$ cat config.mk
export PLATFORM = sky130hd
export DESIGN_NAME = boot_loader_flat
export DESIGN_NICKNAME = d
export VERILOG_FILES = /design/src/rtl/boot_pkg.sv /design/src/rtl/boot_loader_if.sv /design/src/rtl/boot_word_packer.sv /design/src/rtl/boot_loader.sv /design/src/flat_wrapper.sv
export SDC_FILE = /design/constraint.sdc
export NUM_CORES = 1
export LEC_CHECK = 0
export CORE_MARGIN = 4
export CORE_UTILIZATION = 50
export DETAILED_ROUTE_END_ITERATION = 8
export HOLD_SLACK_MARGIN = 0.03
export PLACE_DENSITY = 0.79
export SYNTH_ARGS = -nofsm -noshare
export SYNTH_HDL_FRONTEND = slang
export SYNTH_SLANG_ARGS = --single-unit
export TNS_END_PERCENT = 5
$ cat constraint.sdc
create_clock -name clk -period 4.85 [get_ports clk]
set_clock_uncertainty 0.2 [all_clocks]
set_input_delay 0.7275 -clock clk [delete_from_list [all_inputs] [get_ports clk]]
set_output_delay 0.7275 -clock clk [all_outputs]
set_load 0.03 [all_outputs]
$ cat src/rtl/boot_pkg.sv
`default_nettype none
// ============================================================================
//  Module      : boot_pkg
//  Description : Shared constants, state encoding and helpers for the
//                boot loader. BOOT_BASE_ADDR is also the core reset vector.
//  Options     : BOOT_CHECKSUM_EN (see boot_loader.sv)
//  Revision    : 1.0 - initial release
// ============================================================================
package boot_pkg;

  // Start-of-frame marker
  localparam logic [7:0]  BOOT_MAGIC     = 8'hB5;

  // Byte address of payload word 0, shared with the core reset vector
  localparam logic [63:0] BOOT_BASE_ADDR = 64'h8000_0000;

  // Loader states, explicit 3-bit encoding
  typedef enum logic [2:0] {
    IDLE  = 3'd0,
    LEN0  = 3'd1,
    LEN1  = 3'd2,
    DATA  = 3'd3,
    WRITE = 3'd4,
    CSUM  = 3'd5,
    DONE  = 3'd6,
    ERROR = 3'd7
  } boot_state_e;

  // The byte stream is accepted in every state except WRITE and DONE
  function automatic logic rx_open(boot_state_e s);
    return (s != WRITE) && (s != DONE);
  endfunction

endpackage : boot_pkg
`default_nettype wire

$ cat src/rtl/boot_loader_if.sv
`default_nettype none
// ============================================================================
//  Module      : boot_loader_if
//  Description : Byte-stream input, memory write port and core control
//                outputs of the boot loader. The loader uses the master
//                modport; the environment (UART, memory, core) the slave.
//  Revision    : 1.0 - initial release
// ============================================================================
interface boot_loader_if #(
  parameter int XLEN = 64
) ();

  logic [7:0]      rx_data;
  logic            rx_valid;
  logic            rx_ready;
  logic            mem_we;
  logic [XLEN-1:0] mem_addr;
  logic [63:0]     mem_wdata;
  logic            mem_ready;
  logic            core_resetn;
  logic            boot_done;
  logic            boot_error;

  modport master (
    input  rx_data, rx_valid, mem_ready,
    output rx_ready, mem_we, mem_addr, mem_wdata,
           core_resetn, boot_done, boot_error
  );

  modport slave (
    output rx_data, rx_valid, mem_ready,
    input  rx_ready, mem_we, mem_addr, mem_wdata,
           core_resetn, boot_done, boot_error
  );

endinterface : boot_loader_if
`default_nettype wire

$ cat src/rtl/boot_word_packer.sv
`default_nettype none
// ============================================================================
//  Module      : boot_word_packer
//  Description : Assembles eight bytes into a little-endian 64-bit word.
//                Byte k of a word lands in bits [8k+7:8k]. o_word_full
//                flags the strobe that delivers the eighth byte, so the
//                caller can leave its byte state on that same edge.
//  Revision    : 1.0 - initial release
// ============================================================================
module boot_word_packer (
  input  wire logic        clk,
  input  wire logic        reset,
  input  wire logic [7:0]  i_byte,
  input  wire logic        i_strobe,
  input  wire logic        i_clear,
  output logic      [63:0] o_word,
  output logic             o_word_full
);

  logic [2:0]  r_cnt;
  logic [63:0] r_word;

  // Deposit each strobed byte at the lane selected by the byte counter
  always_ff @(posedge clk) begin
    if (reset || i_clear) begin
      r_cnt  <= 3'd0;
      r_word <= 64'd0;
    end else if (i_strobe) begin
      r_word[{r_cnt, 3'b000} +: 8] <= i_byte;
      r_cnt                        <= r_cnt + 3'd1;
    end
  end

  assign o_word      = r_word;
  assign o_word_full = i_strobe && !i_clear && (r_cnt == 3'd7);

endmodule : boot_word_packer
`default_nettype wire

$ cat src/rtl/boot_loader.sv
`default_nettype none
// ============================================================================
//  Module      : boot_loader
//  Description : Receives a framed byte stream (magic, 16-bit LE word count,
//                payload words, optional checksum), writes the words to main
//                memory from BASE_ADDR upward while holding the core in
//                reset, then releases core reset after a good frame.
//  Options     : BOOT_CHECKSUM_EN - when defined the frame ends with an
//                8-bit modular sum of the payload bytes, checked in CSUM.
//  Revision    : 1.0 - initial release
// ============================================================================
module boot_loader
  import boot_pkg::*;
#(
  parameter int              XLEN      = 64,
  parameter logic [XLEN-1:0] BASE_ADDR = XLEN'(BOOT_BASE_ADDR),
  parameter int              MAX_WORDS = 4096
) (
  input wire logic     clk,
  input wire logic     reset,
  boot_loader_if.master bus
);

  // Index wide enough to hold MAX_WORDS itself, so it never wraps
  localparam int IDXW = $clog2(MAX_WORDS + 1);

  boot_state_e     r_state;
  boot_state_e     w_next;
  logic            r_rx_ready;
  logic            r_mem_we;
  logic [XLEN-1:0] r_mem_addr;
  logic            r_core_resetn;
  logic            r_boot_done;
  logic            r_boot_error;
  logic [7:0]      r_len0;
  logic [15:0]     r_count;
  logic [IDXW-1:0] r_idx;

  logic            w_hs;
  logic            w_wr;
  logic [15:0]     w_len;
  logic            w_len_bad;
  logic            w_last;
  logic [XLEN-1:0] w_addr;
  logic            w_pack_strobe;
  logic            w_pack_clear;
  logic            w_word_full;
  logic [63:0]     w_word;

  assign w_hs      = bus.rx_valid && r_rx_ready;
  assign w_wr      = r_mem_we && bus.mem_ready;
  assign w_len     = {bus.rx_data, r_len0};
  assign w_len_bad = (w_len == 16'd0) || (int'({16'd0, w_len}) > MAX_WORDS);
  assign w_last    = (17'(r_idx) + 17'd1) == {1'b0, r_count};
  assign w_addr    = BASE_ADDR + (XLEN'(r_idx) << 3);

  // Packer is cleared when a new payload starts, fed only in DATA
  assign w_pack_strobe = w_hs && (r_state == DATA);
  assign w_pack_clear  = w_hs && (r_state == LEN1);

  boot_word_packer u_packer (
    .clk         (clk),
    .reset       (reset),
    .i_byte      (bus.rx_data),
    .i_strobe    (w_pack_strobe),
    .i_clear     (w_pack_clear),
    .o_word      (w_word),
    .o_word_full (w_word_full)
  );

`ifdef BOOT_CHECKSUM_EN
  logic [7:0] r_csum;

  // Running modular sum of payload bytes only
  always_ff @(posedge clk) begin
    if (reset) begin
      r_csum <= 8'd0;
    end else if (w_pack_clear) begin
      r_csum <= 8'd0;
    end else if (w_pack_strobe) begin
      r_csum <= r_csum + bus.rx_data;
    end
  end
`endif

  // Next-state decode; outputs are registered from this in the FSM flop
  always_comb begin
    w_next = r_state;
    case (r_state)
      IDLE:  if (w_hs && bus.rx_data == BOOT_MAGIC) w_next = LEN0;
      LEN0:  if (w_hs) w_next = LEN1;
      LEN1:  if (w_hs) w_next = w_len_bad ? ERROR : DATA;
      DATA:  if (w_word_full) w_next = WRITE;
      WRITE: begin
        if (w_wr) begin
`ifdef BOOT_CHECKSUM_EN
          w_next = w_last ? CSUM : DATA;
`else
          w_next = w_last ? DONE : DATA;
`endif
        end
      end
`ifdef BOOT_CHECKSUM_EN
      CSUM:  if (w_hs) w_next = (bus.rx_data == r_csum) ? DONE : ERROR;
`endif
      DONE:  w_next = DONE;
      ERROR: if (w_hs && bus.rx_data == BOOT_MAGIC) w_next = LEN0;
      default: w_next = IDLE;
    endcase
  end

  // Loader FSM: state, frame bookkeeping and all registered outputs
  always_ff @(posedge clk) begin
    if (reset) begin
      r_state       <= IDLE;
      r_rx_ready    <= 1'b0;
      r_mem_we      <= 1'b0;
      r_mem_addr    <= '0;
      r_core_resetn <= 1'b0;
      r_boot_done   <= 1'b0;
      r_boot_error  <= 1'b0;
      r_len0        <= 8'd0;
      r_count       <= 16'd0;
      r_idx         <= '0;
    end else begin
      r_state       <= w_next;
      r_rx_ready    <= rx_open(w_next);
      r_mem_we      <= (w_next == WRITE);
      r_core_resetn <= (w_next == DONE);
      r_boot_done   <= (w_next == DONE);
      r_boot_error  <= (w_next == ERROR);

      if (w_hs && r_state == LEN0) r_len0 <= bus.rx_data;

      if (w_pack_clear) begin
        r_count <= w_len;
        r_idx   <= '0;
      end else if (r_state == WRITE && w_wr) begin
        r_idx   <= r_idx + IDXW'(1);
      end

      // Address is latched on WRITE entry and held through backpressure
      if (w_next == WRITE && r_state != WRITE) r_mem_addr <= w_addr;
    end
  end

  assign bus.rx_ready    = r_rx_ready;
  assign bus.mem_we      = r_mem_we;
  assign bus.mem_addr    = r_mem_addr;
  assign bus.mem_wdata   = w_word;
  assign bus.core_resetn = r_core_resetn;
  assign bus.boot_done   = r_boot_done;
  assign bus.boot_error  = r_boot_error;

endmodule : boot_loader
`default_nettype wire

$ cat src/flat_wrapper.sv
// flat-port wrapper written by rule: the top's interface ports become plain ports
module boot_loader_flat import boot_pkg::*;
#(
  parameter int              XLEN      = 64,
  parameter logic [XLEN-1:0] BASE_ADDR = XLEN'(BOOT_BASE_ADDR),
  parameter int              MAX_WORDS = 4096
)
  (clk, reset, bus_rx_data, bus_rx_valid, bus_mem_ready, bus_rx_ready, bus_mem_we, bus_mem_addr, bus_mem_wdata, bus_core_resetn, bus_boot_done, bus_boot_error);
  boot_loader_if #(.XLEN(XLEN)) bus_i ();
  input wire logic clk;
  input wire logic reset;
  input wire logic [$bits(bus_i.rx_data)-1:0] bus_rx_data;
  input wire logic [$bits(bus_i.rx_valid)-1:0] bus_rx_valid;
  input wire logic [$bits(bus_i.mem_ready)-1:0] bus_mem_ready;
  output wire logic [$bits(bus_i.rx_ready)-1:0] bus_rx_ready;
  output wire logic [$bits(bus_i.mem_we)-1:0] bus_mem_we;
  output wire logic [$bits(bus_i.mem_addr)-1:0] bus_mem_addr;
  output wire logic [$bits(bus_i.mem_wdata)-1:0] bus_mem_wdata;
  output wire logic [$bits(bus_i.core_resetn)-1:0] bus_core_resetn;
  output wire logic [$bits(bus_i.boot_done)-1:0] bus_boot_done;
  output wire logic [$bits(bus_i.boot_error)-1:0] bus_boot_error;
  assign bus_i.rx_data = bus_rx_data;
  assign bus_i.rx_valid = bus_rx_valid;
  assign bus_i.mem_ready = bus_mem_ready;
  assign bus_rx_ready = bus_i.rx_ready;
  assign bus_mem_we = bus_i.mem_we;
  assign bus_mem_addr = bus_i.mem_addr;
  assign bus_mem_wdata = bus_i.mem_wdata;
  assign bus_core_resetn = bus_i.core_resetn;
  assign bus_boot_done = bus_i.boot_done;
  assign bus_boot_error = bus_i.boot_error;
  boot_loader #(.XLEN(XLEN), .BASE_ADDR(BASE_ADDR), .MAX_WORDS(MAX_WORDS)) u_core (.clk(clk), .reset(reset), .bus(bus_i));
endmodule
==> Word-level counts from Yosys, hierarchy flattened <==
Cells that the tools add are included.
{ "word_totals": {"word_cells": 61, "ff_bits": 175, "in_bits": 12, "out_inout_bits": 133} }
{ "classes": {"shifts": 2, "mux": 9, "order_cmp": 1, "eq_ne": 15, "n_addsub": 5, "n_reduce_logical": 18} }
{ "op_table": {"columns": ["op", "n"], "rows": [
  ["64-bit bitwise mux", 1],
  ["8-bit by 8-bit variable shift with 64-bit output (first input constant)", 1],
  ["8-bit by 8-bit variable part select with 64-bit output", 1],
  ["32-bit by 16-bit adder with 33-bit output (first input constant)", 1],
  ["3-bit == test (second input constant)", 7],
  ["3-bit 2-to-1 mux", 7],
  ["3-bit one-hot mux with 6 select lines", 1],
  ["17-bit by 16-bit == test with 1-bit output", 1],
  ["16-bit by 13-bit greater-than comparator with 1-bit output (second input constant)", 1],
  ["16-bit zero test", 1],
  ["13-bit by 1-bit adder with 14-bit output (second input constant)", 1],
  ["13-bit by 1-bit adder with 13-bit output (second input constant)", 1],
  ["1-bit logical AND", 11],
  ["3-bit inequality test (second input constant)", 3],
  ["8-bit == test (second input constant)", 1],
  ["6-bit negation with 8-bit output", 1],
  ["3-bit by 2-bit == test with 1-bit output (second input constant)", 2],
  ["2-bit OR reduction", 2],
  ["3-bit by 1-bit adder with 3-bit output (second input constant)", 1],
  ["3-bit by 1-bit == test with 1-bit output (second input constant)", 1],
  ["3-bit zero test", 1],
  ["1-bit logical OR", 2],
  ["1-bit zero test", 1]
]} }

==> Longest topological paths before layout <==
{ "logic_depth": {"depth_word": 9, "ltp_mapped": 8, "ltp_nobuf": 8} }

==> Cells and area by module <==
Synthesis repeated with hierarchy kept, for this count alone.
{ "unflattened": {"cells_unflattened": 692, "area_unflattened_um2": 6070.8} }
{ "by_module_without_submodules": {"columns": ["mod", "cells_each", "area_per_inst_um2", "instances"], "rows": [
  ["boot_loader", 403, 3306.9, 1],
  ["boot_word_packer", 289, 2763.9, 1]
]} }

==> Worst setup path after synthesis <==
No wires, ideal clock.
{ "synth_timing": {"path_type": "reg2reg", "start": "register u_core.r_idx[0]", "end": "register u_core.r_state[0]", "period_less_slack_ps": 2476, "required_time_ps": 4535, "setup_time_ps": 115, "arrival_time_ps": 2161, "setup_slack_ps": 2374, "path_stages_with_launch": 8, "path_cell_list": "dfxtp_1 ha_1 xor2_1 or4_1 nor3b_1 nand4_1 o41a_1 o21ba_1"} }
{ "synth_via": {"elab_chain_cells": 5} }
{ "synth_lines": {"columns": ["element", "line_no", "rtl"], "rows": [
  ["from (decl)", "boot_loader.sv:37", "logic [IDXW-1:0] r_idx;"],
  ["from (signal assigned)", "boot_loader.sv:139", "r_idx <= r_idx + IDXW'(1);"],
  ["13-bit by 1-bit adder with 14-bit output", "boot_loader.sv:54", "assign w_last = (17'(r_idx) + 17'd1) == {1'b0, r_count};"],
  ["17-bit by 16-bit == test with 1-bit output", "boot_loader.sv:54", null],
  ["3-bit 2-to-1 mux", "boot_loader.sv:99", "w_next = w_last ? DONE : DATA;"],
  ["3-bit 2-to-1 mux", "boot_loader.sv:95", "if (w_wr) begin"],
  ["3-bit one-hot mux with 6 select lines", "boot_loader.sv:89", "case (r_state)"],
  ["to (signal assigned)", "boot_loader.sv:126", "r_state <= w_next;"],
  ["to (decl)", "boot_loader.sv:27", "boot_state_e r_state;"]
]} }
Every way passes these cells.
A chain may end at the register's enable or synchronous reset.

==> Worst setup path in the final report <==
{ "layout_timing": {"start": "input port bus_rx_valid", "end": "register u_core.u_packer.r_word[37], in the netlist u_core.u_packer.o_word[37]"} }
{ "layout_via": {"elab_chain_cells": 3, "elab_cells_between_ends": 4} }
{ "layout_lines": {"columns": ["element", "line_no", "rtl"], "rows": [
  ["from (decl)", "flat_wrapper.sv:13", "input wire logic [$bits(bus_i.rx_valid)-1:0] bus_rx_valid;"],
  ["1-bit logical AND *", "boot_loader.sv:50", "assign w_hs = bus.rx_valid && r_rx_ready;"],
  ["1-bit logical AND", "boot_loader.sv:59", "assign w_pack_clear = w_hs && (r_state == LEN1);"],
  ["1-bit logical OR", "boot_word_packer.sv:25", "if (reset || i_clear) begin"],
  ["to (signal, indexed assignment)", "boot_word_packer.sv:29", "r_word[{r_cnt, 3'b000} +: 8] <= i_byte;"],
  ["to (decl)", "boot_word_packer.sv:21", "logic [63:0] r_word;"]
]} }
Mark *: on every way between the ends. The rest lies on a longest branch, timed or not.

==> reports/results.tsv <==
metric	value	unit
worst_pin_slew	0.9906	ns
die_area	13450	sq um
antenna_left	0	
clockRootBuffer	clkbuf_16	
avgViaCountPerCell	5.361	
drc	0	
yosys.area_share.simple	24.44	%
start_util	51.06	%
die_y	116.0	um
end_kind	flop	
synthAdderAreaFrac	1.717	%
antenna_found_initial	0	
period_share	63.75	%
clkLatencyLatePin	0.42	ns
cts_resized	0	
synth_xor_area_share	4.056	%
clk_pin_slew	0.05	ns
synthArstFlopShare	0	%
place.gp.congestion	0.8627	
vias	5018	
fin_setup_tns	0	ns
synth-compound-area-share	11.80	%
p_per_area	327.5	nW/um^2
ys_top_cells_by_area	dfxtp_1, nand2_1, a21oi_1	
cts_sinks	125	
coreArea	11420	sq um
p_leak	2.534	nW
cts_inserted_buffers	17	
drtIter0Drc	290	
port_buffers	94	
dieWidth	116.0	um
synth.top_cell.area_share	42.92	%
slew-limit-headroom	33.72	%
max_freq	0.3234	GHz
synth_top_family_by_area	simple AND/OR/NAND/NOR gates	
fin_crit	3.092	ns
synth_seq_cells	125	
fin_util	62.92	%
pin_count	145	
cp-start-kind	input pin	
synth_flop_cell	dfxtp_1	
cts_max_path_buffers	2	
required	4.94	ns
grt_pass1_vias	4623	
hold_buffers	0	
crit_fanout	46	
nNetsFinal	800	
hold_class	reg -> reg	
cts_htree_levels	4	
rsz0062_at_grt	no	
core.rowCount	39	
total_power	2.353	mW
cts_tree	built	
setup_viol	0	
syn_area_per_cell	8.166	sq um
routed_wl	14360	um
gr-total-overflow	0	
syn_to_final_growth	23.22	%
cp.arrival	3.18	ns
wl_per_cell	15.35	um
synth_edf_count	0	
ir_worst_vdd	0.2415	mV
status	finished, final reports clean	
nFillCells	976	
grt_usage	21.71	%
yosysUniqueCellTypes	54	
yosysWarnings	0	
hpwlAfterDp	9918	um
grt_pass1_wl	22880	um
critPathKind	in -> reg	
syn_area	5831	sq um
hold_viol	0	
layout_common_cells	nand2_1, dfxtp_1, clkdlybuf4s50_1, a21oi_1, nand3_1	
first_pass_iters	5	
drive_above_1_share	6.431	%
final_common_cell	nand2_1	
maxCapViolCount	0	
yosysTopAreaCell	dfxtp_1	
synth.area.mux_share	4.464	%
ys_seq_area_share	42.92	%
grt_max_degree	47	
antenna_cells	0	
drv_slew	0	
synthCells	714	
postCtsSetupRepairBufs	0	
-- Yosys cell counts (all sizes together) (2+ instances only) --
cell type,instances
nand2,126
dfxtp,125
a21oi,86
buf,58
nand3,53
clkbuf,45
nor2,45
mux2i,26
xnor2,20
o21ai,14
and3,9
nor3,9
nor4,9
ha,8
inv,8
xor2,7
nand4,6
nor3b,6
and2,5
or3,5
and4,3
nor2b,3
nor4b,3
or2,3
a31oi,2
and4b,2
nand2b,2
nand4b,2
o21ba,2
o2bb2ai,2
o41a,2
or4,2
-- layer usage --
metal / wire length (um) / track usage [%]
met5: 0 / 0
met3: 1035 / 6.580
met1: 6035 / 27.32
met4: 306 / 8.198
met2: 6987 / 35.14
-- layout make-up --
class / count / area [sq um] / area share, %
inverter: 8 / 30.03 / 0.4180
timing repair buffer: 101 / 993.5 / 13.83
tap: 143 / 178.9 / 2.490
clock inverter: 14 / 143.9 / 2.003
multi-input combinational: 527 / 2907 / 40.46
clock buffer: 18 / 429.2 / 5.974
sequential: 125 / 2502 / 34.83
-- worst max-delay path: stages --
cell and delay (ns):
clkdlybuf4s50_1 0.50, nand3_1 0.14, or3_1 0.58, nand2b_2 0.75
buf_4 0.38, nor2_1 0.09
-- sequential cells by signal, summed over array words and instances (netlist names) --
| register | count |
|---|---|
| u_core.u_packer.o_word | 64 |
| u_core.r_count | 16 |
| u_core.bus.mem_addr | 14 |
| u_core.r_idx | 13 |
| u_core.r_len0 | 8 |
| u_core.r_state | 3 |
| u_core.u_packer.r_cnt | 3 |
| u_core.bus.boot_error | 1 |
| u_core.bus.core_resetn | 1 |
| u_core.bus.mem_we | 1 |
| u_core.bus.rx_ready | 1 |
-- final timing paths --
kind,startpoint,endpoint,slack [ns],cells after the start
worst max-delay path,bus_rx_valid,u_core.u_packer.o_word[37],1.76,6
worst min-delay path,u_core.bus.mem_addr[6],u_core.bus.mem_addr[6],0.25,2
worst min register to register,u_core.bus.mem_addr[6],u_core.bus.mem_addr[6],0.25,2
worst max register to register,u_core.r_state[1],u_core.u_packer.o_word[37],1.88,5
-- metrics by stage --
stage | worst slack (ns) | std cells | cell area [sq um] | hold slack (ns)
after global routing | 1.576 | 936 | 7184 | 0.2715
after floorplan | 2.374 | 763 | 6015 | 0.2313
after global placement | 1.419 | 904 | 6611 | 0.2379
after detailed placement | 1.344 | 904 | 6611 | 0.2465
after CTS | 1.774 | 936 | 7184 | 0.2540
final | 1.758 | 936 | 7184 | 0.2528
-- cells by family (layout without fill, tap and decap cells) --
family                   count (synthesis)  after routing
AND/OR/NAND/NOR                        296            296
flip-flops                             125            125
AO/OA/AOI/OAI                          120            120
buffers and inverters                  111            141
XOR/XNOR                                27             27
multiplexers                            26             26
adder cells (fa/ha/maj)                  8              8
other                                    1             50
-- power breakdown --
part           internal, mW  leakage, nW  switching, mW
combinational        0.0136         1.25         0.0874
clock                 0.756        0.281          0.467
sequential             1.03         1.01       0.000469
total                  1.80         2.53          0.555
(Power assumes the default switching activity.)
==> edit, RTL diff (config.mk and constraints unchanged) <==
`XLEN` is set to 64 in 3 places; all go to 96.
--- a/src/rtl/boot_loader_if.sv
+++ b/src/rtl/boot_loader_if.sv
@@ -7,7 +7,7 @@
 //  Revision    : 1.0 - initial release
 // ============================================================================
 interface boot_loader_if #(
-  parameter int XLEN = 64
+  parameter int XLEN = 96
 ) ();
 
   logic [7:0]      rx_data;
--- a/src/rtl/boot_loader.sv
+++ b/src/rtl/boot_loader.sv
@@ -12,7 +12,7 @@
 module boot_loader
   import boot_pkg::*;
 #(
-  parameter int              XLEN      = 64,
+  parameter int              XLEN      = 96,
   parameter logic [XLEN-1:0] BASE_ADDR = XLEN'(BOOT_BASE_ADDR),
   parameter int              MAX_WORDS = 4096
 ) (
--- a/src/flat_wrapper.sv
+++ b/src/flat_wrapper.sv
@@ -1,7 +1,7 @@
 // flat-port wrapper written by rule: the top's interface ports become plain ports
 module boot_loader_flat import boot_pkg::*;
 #(
-  parameter int              XLEN      = 64,
+  parameter int              XLEN      = 96,
   parameter logic [XLEN-1:0] BASE_ADDR = XLEN'(BOOT_BASE_ADDR),
   parameter int              MAX_WORDS = 4096
 )
Interface: changed (resized bus_mem_addr); port bits go from 145 to 177. No check against the original RTL was run, so the function may have changed too.
==> edit against the original RTL <==
Synthesized cell count increased by 4.5%. Count of clock-buffer cells in the layout grew 4. Final area rose by 2.6%. Wire length rose by 4.4%. Power is 6.4% higher. Area after synthesis up 4.1%. Via count up 2.6%. Sequential cell count is the same. Global-route usage decreased by 0.25 points. Worst setup slack lost 0.052 ns. Cell count grew 3.4%.
==> edit: results (changes against the original RTL) <==
{
  "grt": {
    "global_route_wire_length_before_repair": {"value": 24800, "unit": "um", "change": "+8.2%"},
    "global_route.usage.met3": {"value": 0.0592, "change": "-0.00658"},
    "grtUsageTotal": {"value": 0.215, "change": "-0.00246"},
    "grt_use_met1": {"value": 0.263, "change": "-0.0104"},
    "number_of_global_route_vias_before_repair": {"value": 4935, "change": "+6.7%"},
    "initial_antenna_violation_count": {"value": 0, "change": "unchanged"},
    "gr-usage-met2": {"value": 0.361, "change": "+0.00948"}
  },
  "sta": {
    "slew-limit-headroom": {"value": 0.346, "change": "+0.00931"}
  },
  "synth": {
    "yosys-top-cells-area": "dfxtp_1 41%, buf_4 10%, nand2_1 7.8%",
    "post_synth_most_frequent_cells": "126 x nand2_1, 125 x dfxtp_1, 86 x a21oi_1",
    "postSynthCellCount": {"value": 746, "change": "+4.5%"},
    "synth_sequential_area_ratio": {"value": 0.412, "change": "-0.0170"}
  },
  "power": {
    "vdd.ir_drop.worst": {"value": 0.270, "unit": "mV", "change": "+12%"},
    "internal_power": {"value": 0.00194, "unit": "W", "change": "+8.0%"},
    "power_density": {"value": 340, "unit": "nW/um^2", "change": "+3.7%"},
    "leakagePower": {"value": 2.66, "unit": "nW", "change": "+5.0%"}
  },
  "detailed_routing": {
    "drt_first_iter_violations": {"value": 342, "change": "+18%"},
    "via_count": {"value": 5148, "change": "+2.6%"},
    "route.detailed.wl_per_inst": {"value": 15.5, "unit": "um", "change": "+0.91%"},
    "detail_route.first_pass.iterations": {"value": 5, "change": "unchanged"}
  },
  "place": {
    "routabilityCongestion": {"value": 0.830, "change": "-3.8%"},
    "place_inst": {"value": 937, "change": "+3.7%"},
    "post-dp-hpwl": {"value": 10300, "unit": "um", "change": "+4.3%"},
    "placedInstanceArea": {"value": 6740, "unit": "sq um", "change": "+1.9%"}
  },
  "final_layout": {
    "final.fill_count": {"value": 972, "change": "-0.41%"},
    "largest_register_ff_count": {"value": 64, "change": "unchanged"},
    "layout-drive-gt1-share": {"value": 0.0606, "change": "-0.00371"},
    "instances_no_fill": {"value": 968, "change": "+3.4%"},
    "finish.net_count": {"value": 833, "change": "+4.1%"}
  },
  "run_status": {
    "outcome": "finished clean"
  },
  "cts": {
    "ctsRootBufferMaster": "clkbuf_16",
    "htreeDepth": {"value": 4, "change": "unchanged"},
    "total_of_cells_resized_after_clock_tree_synthesis": {"value": 0, "change": "unchanged"},
    "clkLatencyLatePin_ns": 0.41
  },
  "setup_path": {
    "timing.critical_path.fanout_max": {"value": 14, "change": "-70%"},
    "timing.reg2reg.setup_slack": {"value": 1.78, "unit": "ns", "change": "-0.10 ns"}
  },
  "worst_hold_path": {
    "worstHoldPathType": "reg2reg"
  }
}
==> edit: cell families (layout without fill, tap and decap cells) <==
| family | Yosys count | count (layout) | share of synthesized area |
|---|---|---|---|
| other | 1 | 82 | 0.000618 |
| flip-flops | 125 | 125 | 0.412 |
| AND/OR/NAND/NOR | 296 | 296 | 0.235 |
| XOR/XNOR | 27 | 27 | 0.0390 |
| buffers and inverters | 143 | 141 | 0.141 |
| multiplexers | 26 | 26 | 0.0429 |
| adder cells (fa/ha/maj) | 8 | 8 | 0.0165 |
| AO/OA/AOI/OAI | 120 | 120 | 0.113 |
==> edit: metal layers <==
layer | vias up | wire [um]
met3 | 27 | 1070
li1 | 2500 | -
met5 | - | 0
met2 | 228 | 7260
met1 | 2393 | 6320
met4 | 0 | 346
==> edit: worst paths after layout <==
kind                            start                          to  cells past startpoint
min            u_core.bus.mem_addr[4]      u_core.bus.mem_addr[4]                      2
max                      bus_rx_valid  u_core.u_packer.o_word[39]                      8
max reg2reg  u_core.u_packer.r_cnt[0]  u_core.u_packer.o_word[39]                      8
min reg2reg    u_core.bus.mem_addr[4]      u_core.bus.mem_addr[4]                      2
==> edit: layout make-up <==
type,count,share of cell area
clock buffers,22,0.0643
clock inverters,9,0.0217
inverters,8,0.00407
multi-input cells,559,0.410
flip-flops and latches,125,0.339
well taps,143,0.0243
repair buffers,102,0.136
==> edit: through the flow <==
step	hold WS (ns)	power (W)	setup WS (ns)
finish	0.250	0.00250	1.71
global route	0.272	0.00258	1.54
CTS	0.253	0.00252	1.79
detailed placement	0.246	0.00118	1.40
global placement	0.238	0.00118	1.53
floorplan	0.231	0.00121	2.37
==> edit: worst max-delay path: stages <==
cell and delay [ns]:
clkdlybuf4s50_1 0.50, nand3_1 0.14, nor3b_2 0.48, and3b_1 0.55, nor4b_2 0.28, buf_4 0.23
mux2i_1 0.24, nor2_1 0.07
==> edit: power by group through the flow <==
| stage | registers (W) | logic [W] | clock network [W] |
|---|---|---|---|
| final | 0.00103 | 0.000133 | 0.00134 |
| after global routing | 0.00103 | 0.000140 | 0.00141 |
| after CTS | 0.00103 | 0.000131 | 0.00136 |
| after detailed placement | 0.00105 | 0.000130 | 0 |
| after global placement | 0.00105 | 0.000130 | 0 |
| after floorplan | 0.00105 | 0.000159 | 0 |
